<file path="config.mk">
export PLATFORM = sky130hd
export DESIGN_NAME = l1_dcache_flat
export DESIGN_NICKNAME = d
export VERILOG_FILES = /design/src/rtl/l1_dcache_if.sv /design/src/rtl/l1_dcache.sv /design/src/flat_wrapper.sv
export SDC_FILE = /design/constraint.sdc
export NUM_CORES = 2
export LEC_CHECK = 0
export BUFFER_PORTS_ARGS = -buffer_cell sky130_fd_sc_hd__buf_2
export CAP_MARGIN = 15
export CORE_MARGIN = 8
export CORE_UTILIZATION = 45
export CTS_BUF_LIST = sky130_fd_sc_hd__clkbuf_8
export DETAILED_ROUTE_END_ITERATION = 7
export GPL_ROUTABILITY_DRIVEN = 0
export REMOVE_ABC_BUFFERS = 1
export SYNTH_ARGS = -nofsm -noshare
export SYNTH_HDL_FRONTEND = slang
export SYNTH_SLANG_ARGS = --single-unit
</file>
<file path="constraint.sdc">
create_clock -name clk -period 6.9 [get_ports clk]
set_clock_uncertainty 0.15 [all_clocks]
set_input_delay 0.345 -clock clk [delete_from_list [all_inputs] [get_ports clk]]
set_output_delay 0.345 -clock clk [all_outputs]
set_load 0.05 [all_outputs]
</file>
<file path="src/rtl/l1_dcache_if.sv">
// Core-side data-cache port: the MEM stage drives requests, the cache answers
// with load data and a stall that holds the pipeline until service completes.
interface l1_dcache_if #(
  parameter int data_size = 32,
  parameter int mem_size  = 16
);
  logic [mem_size-1:0]  DC_Address;
  logic                 DC_Read_enable;
  logic                 DC_Write_enable;
  logic [data_size-1:0] DC_Write_Data;
  logic [data_size-1:0] DC_Read_Data;
  logic                 DC_stall;

  modport master (
    output DC_Address, DC_Read_enable, DC_Write_enable, DC_Write_Data,
    input  DC_Read_Data, DC_stall
  );

  modport slave (
    input  DC_Address, DC_Read_enable, DC_Write_enable, DC_Write_Data,
    output DC_Read_Data, DC_stall
  );
endinterface

</file>
<file path="src/rtl/l1_dcache.sv">
// Direct-mapped, one-word-line, write-through, no-write-allocate L1 data cache.
// Loads that hit return data in the same cycle; misses and all stores go to
// the backing memory through a registered request / one-cycle ready handshake.
module l1_dcache #(
  parameter int data_size = 32,
  parameter int mem_size  = 16,
  parameter int idx_size  = 6,
  parameter int cnt_size  = 16
) (
  input  logic                 clk,
  input  logic                 rst,
  l1_dcache_if.slave           dc,
  output logic                 mem_read,
  output logic                 mem_write,
  output logic [mem_size-1:0]  mem_addr,
  output logic [data_size-1:0] mem_wdata,
  input  logic [data_size-1:0] mem_rdata,
  input  logic                 mem_ready,
  output logic [cnt_size-1:0]  hit_count,
  output logic [cnt_size-1:0]  miss_count
);

  localparam int tag_size = mem_size - idx_size;
  localparam int lines    = 1 << idx_size;

  typedef enum logic [1:0] {IDLE, RMISS, WMEM, WDONE} state_t;

  state_t state, next_state;

  logic [lines-1:0]     valid;
  logic [tag_size-1:0]  tag_array  [lines];
  logic [data_size-1:0] data_array [lines];

  logic [idx_size-1:0] req_idx;
  logic [tag_size-1:0] req_tag;
  logic                req_hit;
  logic [idx_size-1:0] svc_idx;
  logic [tag_size-1:0] svc_tag;
  logic                svc_hit;
  logic                load_req;

  // The request being serviced is taken from the latched mem_addr, so the
  // fill/update never depends on the core keeping its address stable.
  assign req_idx  = dc.DC_Address[idx_size-1:0];
  assign req_tag  = dc.DC_Address[mem_size-1:idx_size];
  assign req_hit  = valid[req_idx] && (tag_array[req_idx] == req_tag);
  assign svc_idx  = mem_addr[idx_size-1:0];
  assign svc_tag  = mem_addr[mem_size-1:idx_size];
  assign svc_hit  = valid[svc_idx] && (tag_array[svc_idx] == svc_tag);
  assign load_req = dc.DC_Read_enable && !dc.DC_Write_enable;

  // State register; reset abandons whatever transaction is in flight.
  always_ff @(posedge clk or negedge rst) begin
    if (!rst) state <= IDLE;
    else      state <= next_state;
  end

  // Next-state selection; stores win over loads when both are requested.
  always_comb begin
    next_state = state;
    case (state)
      IDLE: begin
        if (dc.DC_Write_enable)            next_state = WMEM;
        else if (load_req && !req_hit)     next_state = RMISS;
      end
      RMISS:   if (mem_ready) next_state = IDLE;
      WMEM:    if (mem_ready) next_state = WDONE;
      WDONE:   next_state = IDLE;
      default: next_state = IDLE;
    endcase
  end

  // Core-facing outputs: stall is combinational and forced low during reset.
  always_comb begin
    dc.DC_stall     = 1'b0;
    dc.DC_Read_Data = data_array[req_idx];
    case (state)
      IDLE:    dc.DC_stall = dc.DC_Write_enable || (dc.DC_Read_enable && !req_hit);
      RMISS:   dc.DC_stall = 1'b1;
      WMEM:    dc.DC_stall = 1'b1;
      WDONE:   dc.DC_stall = 1'b0;
      default: dc.DC_stall = 1'b0;
    endcase
    if (!rst) begin
      dc.DC_stall     = 1'b0;
      dc.DC_Read_Data = '0;
    end
  end

  // Registered memory request; launched from IDLE, dropped on mem_ready.
  always_ff @(posedge clk or negedge rst) begin
    if (!rst) begin
      mem_read  <= 1'b0;
      mem_write <= 1'b0;
      mem_addr  <= '0;
      mem_wdata <= '0;
    end else begin
      case (state)
        IDLE: begin
          if (dc.DC_Write_enable) begin
            mem_write <= 1'b1;
            mem_addr  <= dc.DC_Address;
            mem_wdata <= dc.DC_Write_Data;
          end else if (load_req && !req_hit) begin
            mem_read <= 1'b1;
            mem_addr <= dc.DC_Address;
          end
        end
        RMISS:   if (mem_ready) mem_read  <= 1'b0;
        WMEM:    if (mem_ready) mem_write <= 1'b0;
        default: ;
      endcase
    end
  end

  // Valid bits are the only line state that needs clearing on reset.
  always_ff @(posedge clk or negedge rst) begin
    if (!rst)                            valid <= '0;
    else if (state == RMISS && mem_ready) valid[svc_idx] <= 1'b1;
  end

  // Tag/data storage: fill on a completed read, update only on a store hit.
  always_ff @(posedge clk) begin
    if (state == RMISS && mem_ready) begin
      tag_array[svc_idx]  <= svc_tag;
      data_array[svc_idx] <= mem_rdata;
    end else if (state == WMEM && mem_ready && svc_hit) begin
      data_array[svc_idx] <= mem_wdata;
    end
  end

  // Saturating load hit/miss statistics, counted when a load is seen in IDLE.
  always_ff @(posedge clk or negedge rst) begin
    if (!rst) begin
      hit_count  <= '0;
      miss_count <= '0;
    end else if (state == IDLE && load_req) begin
      if (req_hit) begin
        if (hit_count != {cnt_size{1'b1}}) hit_count <= hit_count + 1'b1;
      end else begin
        if (miss_count != {cnt_size{1'b1}}) miss_count <= miss_count + 1'b1;
      end
    end
  end

endmodule

</file>
<file path="src/flat_wrapper.sv">
// flat-port wrapper written by rule: the top's interface ports become plain ports
module l1_dcache_flat 
#(
  parameter int data_size = 32,
  parameter int mem_size  = 16,
  parameter int idx_size  = 6,
  parameter int cnt_size  = 16
)
  (clk, rst, mem_read, mem_write, mem_addr, mem_wdata, mem_rdata, mem_ready, hit_count, miss_count, dc_DC_Address, dc_DC_Read_enable, dc_DC_Write_enable, dc_DC_Write_Data, dc_DC_Read_Data, dc_DC_stall);
  l1_dcache_if #(.data_size(data_size), .mem_size(mem_size)) dc_i ();
  input  logic clk;
  input  logic rst;
  output logic mem_read;
  output logic mem_write;
  output logic [mem_size-1:0] mem_addr;
  output logic [data_size-1:0] mem_wdata;
  input  logic [data_size-1:0] mem_rdata;
  input  logic mem_ready;
  output logic [cnt_size-1:0] hit_count;
  output logic [cnt_size-1:0] miss_count;
  input wire logic [$bits(dc_i.DC_Address)-1:0] dc_DC_Address;
  input wire logic [$bits(dc_i.DC_Read_enable)-1:0] dc_DC_Read_enable;
  input wire logic [$bits(dc_i.DC_Write_enable)-1:0] dc_DC_Write_enable;
  input wire logic [$bits(dc_i.DC_Write_Data)-1:0] dc_DC_Write_Data;
  output wire logic [$bits(dc_i.DC_Read_Data)-1:0] dc_DC_Read_Data;
  output wire logic [$bits(dc_i.DC_stall)-1:0] dc_DC_stall;
  assign dc_i.DC_Address = dc_DC_Address;
  assign dc_i.DC_Read_enable = dc_DC_Read_enable;
  assign dc_i.DC_Write_enable = dc_DC_Write_enable;
  assign dc_i.DC_Write_Data = dc_DC_Write_Data;
  assign dc_DC_Read_Data = dc_i.DC_Read_Data;
  assign dc_DC_stall = dc_i.DC_stall;
  l1_dcache #(.data_size(data_size), .mem_size(mem_size), .idx_size(idx_size), .cnt_size(cnt_size)) u_core (.clk(clk), .rst(rst), .dc(dc_i), .mem_read(mem_read), .mem_write(mem_write), .mem_addr(mem_addr), .mem_wdata(mem_wdata), .mem_rdata(mem_rdata), .mem_ready(mem_ready), .hit_count(hit_count), .miss_count(miss_count));
endmodule
</file>
==> qor.txt <==
most common cell after layout, fill and taps aside: edfxtp_1
Core Box Area: 0.256 mm2
CTS max path bufs: 4
Critical Path AT: 7350 ps
width of the die: 523 um
cts bufs inserted: 462
antenna violations before repair: 24
Tcrit/Tclk final: 0.986
peak supply drop: 0.438 mV
Detailed Place HPWL: 227 mm
Mapped Cells: 5,469
placed instance count: 9,041
final std cells w/o fill: 10,031
post-route ant nets: 0
Setup violations, final: 0
DR vias/cell: 6.59
crit end category: flop
clk root buf: clkbuf_8
total track usage: 0.281
clock sink count: 2,836
TritonCTS clock tree: built
Worst-Margin Slew: 1210 ps
starting density of the core: 0.452
status: finished with violations
Die Ht: 523 um
Slew HR: 0.191
Startpoint Class: flop
largest net degree at the start of global routing: 117
f_max: 147 MHz
NumNets Final: 6,352
Post-synth EDFFs: 2,688
Post-DP Area: 0.123 mm2
share of post-route cells with drive strength above 1: 0.344
Avg WL per Cell: 39.1 um
RSZ-0062 raised after global routing: false
Leak: 44.1 nW
Unique masters post-synth: 82
Skew-Pair Late Insertion Delay: 1110 ps
Design Power: 43.0 mW
IO Pins: 200
HP Class: primary input to flop
final WL: 392 mm
Fin. Hold Viols: 0
CP Max Fanout: 42
via count: 66,106
Design Area, Final: 0.133 mm2
minimum clock period: 6810 ps
Ys Warns: 0
setup bufs post-CTS: 0
Residual DRC: 131
die area: 0.274 mm2
CTS H-tree depth: 5
Port Buffers: 199
critical path class: flop to flop
Clock transition at path regs: 60 ps
row count: 186
initial drt markers: 9,910
setup TNS: 0 ps
Slew Viols, Final: 0
Pwr Density: 323 mW/mm2
Top FF cell, synth: edfxtp_1
GRT overflow: 0
Yosys reg bits: 2,836
drt first pass iters: 8
first-pass GRT wire length: 534 mm
Req. time, crit path: 7450 ps
post-synthesis cell area: 0.116 mm2
register area share after synthesis: 0.729
maxcap violations: 0
Area growth syn-to-layout: 14.9%
violated checks: design-rule violations
Post-synth ARST share: 0.0522
Mean Syn Cell Area: 21.2 um2
vias in the first global route: 65,416
most frequent cells in the layout: 2,688 x edfxtp_1, 850 x mux4_2, 486 x clkbuf_8
[layout make-up]
class                   instances  area (um2)
inverters                      19        72.6
fillers                     20210      123000
repair buffers                673        5670
clock inverters               337        1640
diodes                         27        67.6
clock buffers                 485        6680
multi-input cells            2270       30300
flip-flops and latches       2836       84400
well taps                    3384        4230
[registers in the layout, summed over array words and instances (netlist names)]
| name | flops |
|---|---|
| u_core.mem_write | 1 |
| u_core.hit_count | 16 |
| u_core.mem_read | 1 |
| u_core.tag_array | 640 |
| u_core.state | 2 |
| u_core.miss_count | 16 |
| u_core.mem_wdata | 32 |
| u_core.valid | 64 |
| u_core.data_array | 2048 |
| u_core.mem_addr | 16 |
[timing repair]
action                                 4_1_cts  5_1_grt
hold buffers                               136        2
gates resized for setup                      0        0
endpoints found under the hold margin     1936       68
[Yosys cell counts, types with 24 or more instances]
master / count / area [um2]
edfxtp_1: 2688 / 80700
mux4_2: 850 / 19100
mux2i_1: 194 / 1940
nor2_1: 174 / 653
dfrtp_1: 148 / 3700
clkbuf_1: 141 / 529
mux2_2: 123 / 1390
nand2_1: 102 / 383
buf_2: 86 / 430
buf_1: 76 / 285
a22oi_1: 70 / 526
or2_2: 66 / 413
o22ai_1: 60 / 375
nand3_1: 57 / 285
a221oi_1: 47 / 412
a21oi_1: 40 / 200
and2_1: 34 / 213
a22o_1: 31 / 272
mux2_4: 31 / 465
o21ai_0: 27 / 135
xnor2_1: 27 / 236
a221o_1: 26 / 260
buf_4: 24 / 180
[per-stage QoR]
step	hold WS, ps	setup slack [ps]	utilization
3_5_place_dp	130	394	0.481
3_3_place_gp	127	501	0.480
4_1_cts	63.7	410	0.518
6_report	100	94.6	0.519
2_1_floorplan	-101	-3940	-
5_1_grt	75.2	169	0.519
[kinds of logic after synthesis]
kind of cell	share of synthesized area
multiplexers	0.199
XOR/XNOR	0.00370
AND/OR/NAND/NOR	0.0255
flip-flops	0.729
buffers and inverters	0.0146
AO/OA/AOI/OAI	0.0283
adder cells (fa/ha/maj)	0.000540
[worst max-delay path: stages (launching register included)]
cell      delay [ps]
dfrtp_4          980
buf_4            400
nor2b_1          830
buf_4            300
a221oi_1         100
o221ai_1         330
a221o_1          230
nor4_2            50
xnor2_1          150
or4_4            550
o31ai_2          690
nand2_1          680
buf_4            360
nor2_4            80
buf_4            480
[routing by layer]
layer	vias up	global-route usage	wire length [um]
li1	24885	-	-
met1	35187	0.366	143000
met2	4772	0.438	182000
met3	1252	0.0803	42900
met4	10	0.135	24200
met5	-	0.00491	81
[power by group]
part / switching, mW / leakage, nW / internal (mW)
logic: 6.03 / 13.2 / 2.89
clock network: 6.70 / 4.82 / 6.77
registers: 0.645 / 26.0 / 20.0
[path summary, 6_finish.rpt]
check / start / endpoint / slack, ps / cells past startpoint
worst max-delay path: u_core.mem_addr[1] / u_core.data_array[55][8] / 90 / 14
worst min-delay path: dc_DC_Address[3] / u_core.mem_addr[3] / 100 / 3
worst max register to register: u_core.mem_addr[1] / u_core.data_array[55][8] / 90 / 14
worst min register to register: u_core.miss_count[11] / u_core.miss_count[11] / 330 / 1
max in group asynchronous: rst / u_core.mem_addr[0] / 4970 / 5
min in group asynchronous: rst / u_core.mem_wdata[25] / 390 / 4
Note: power is estimated with default switching activity, not from simulation.
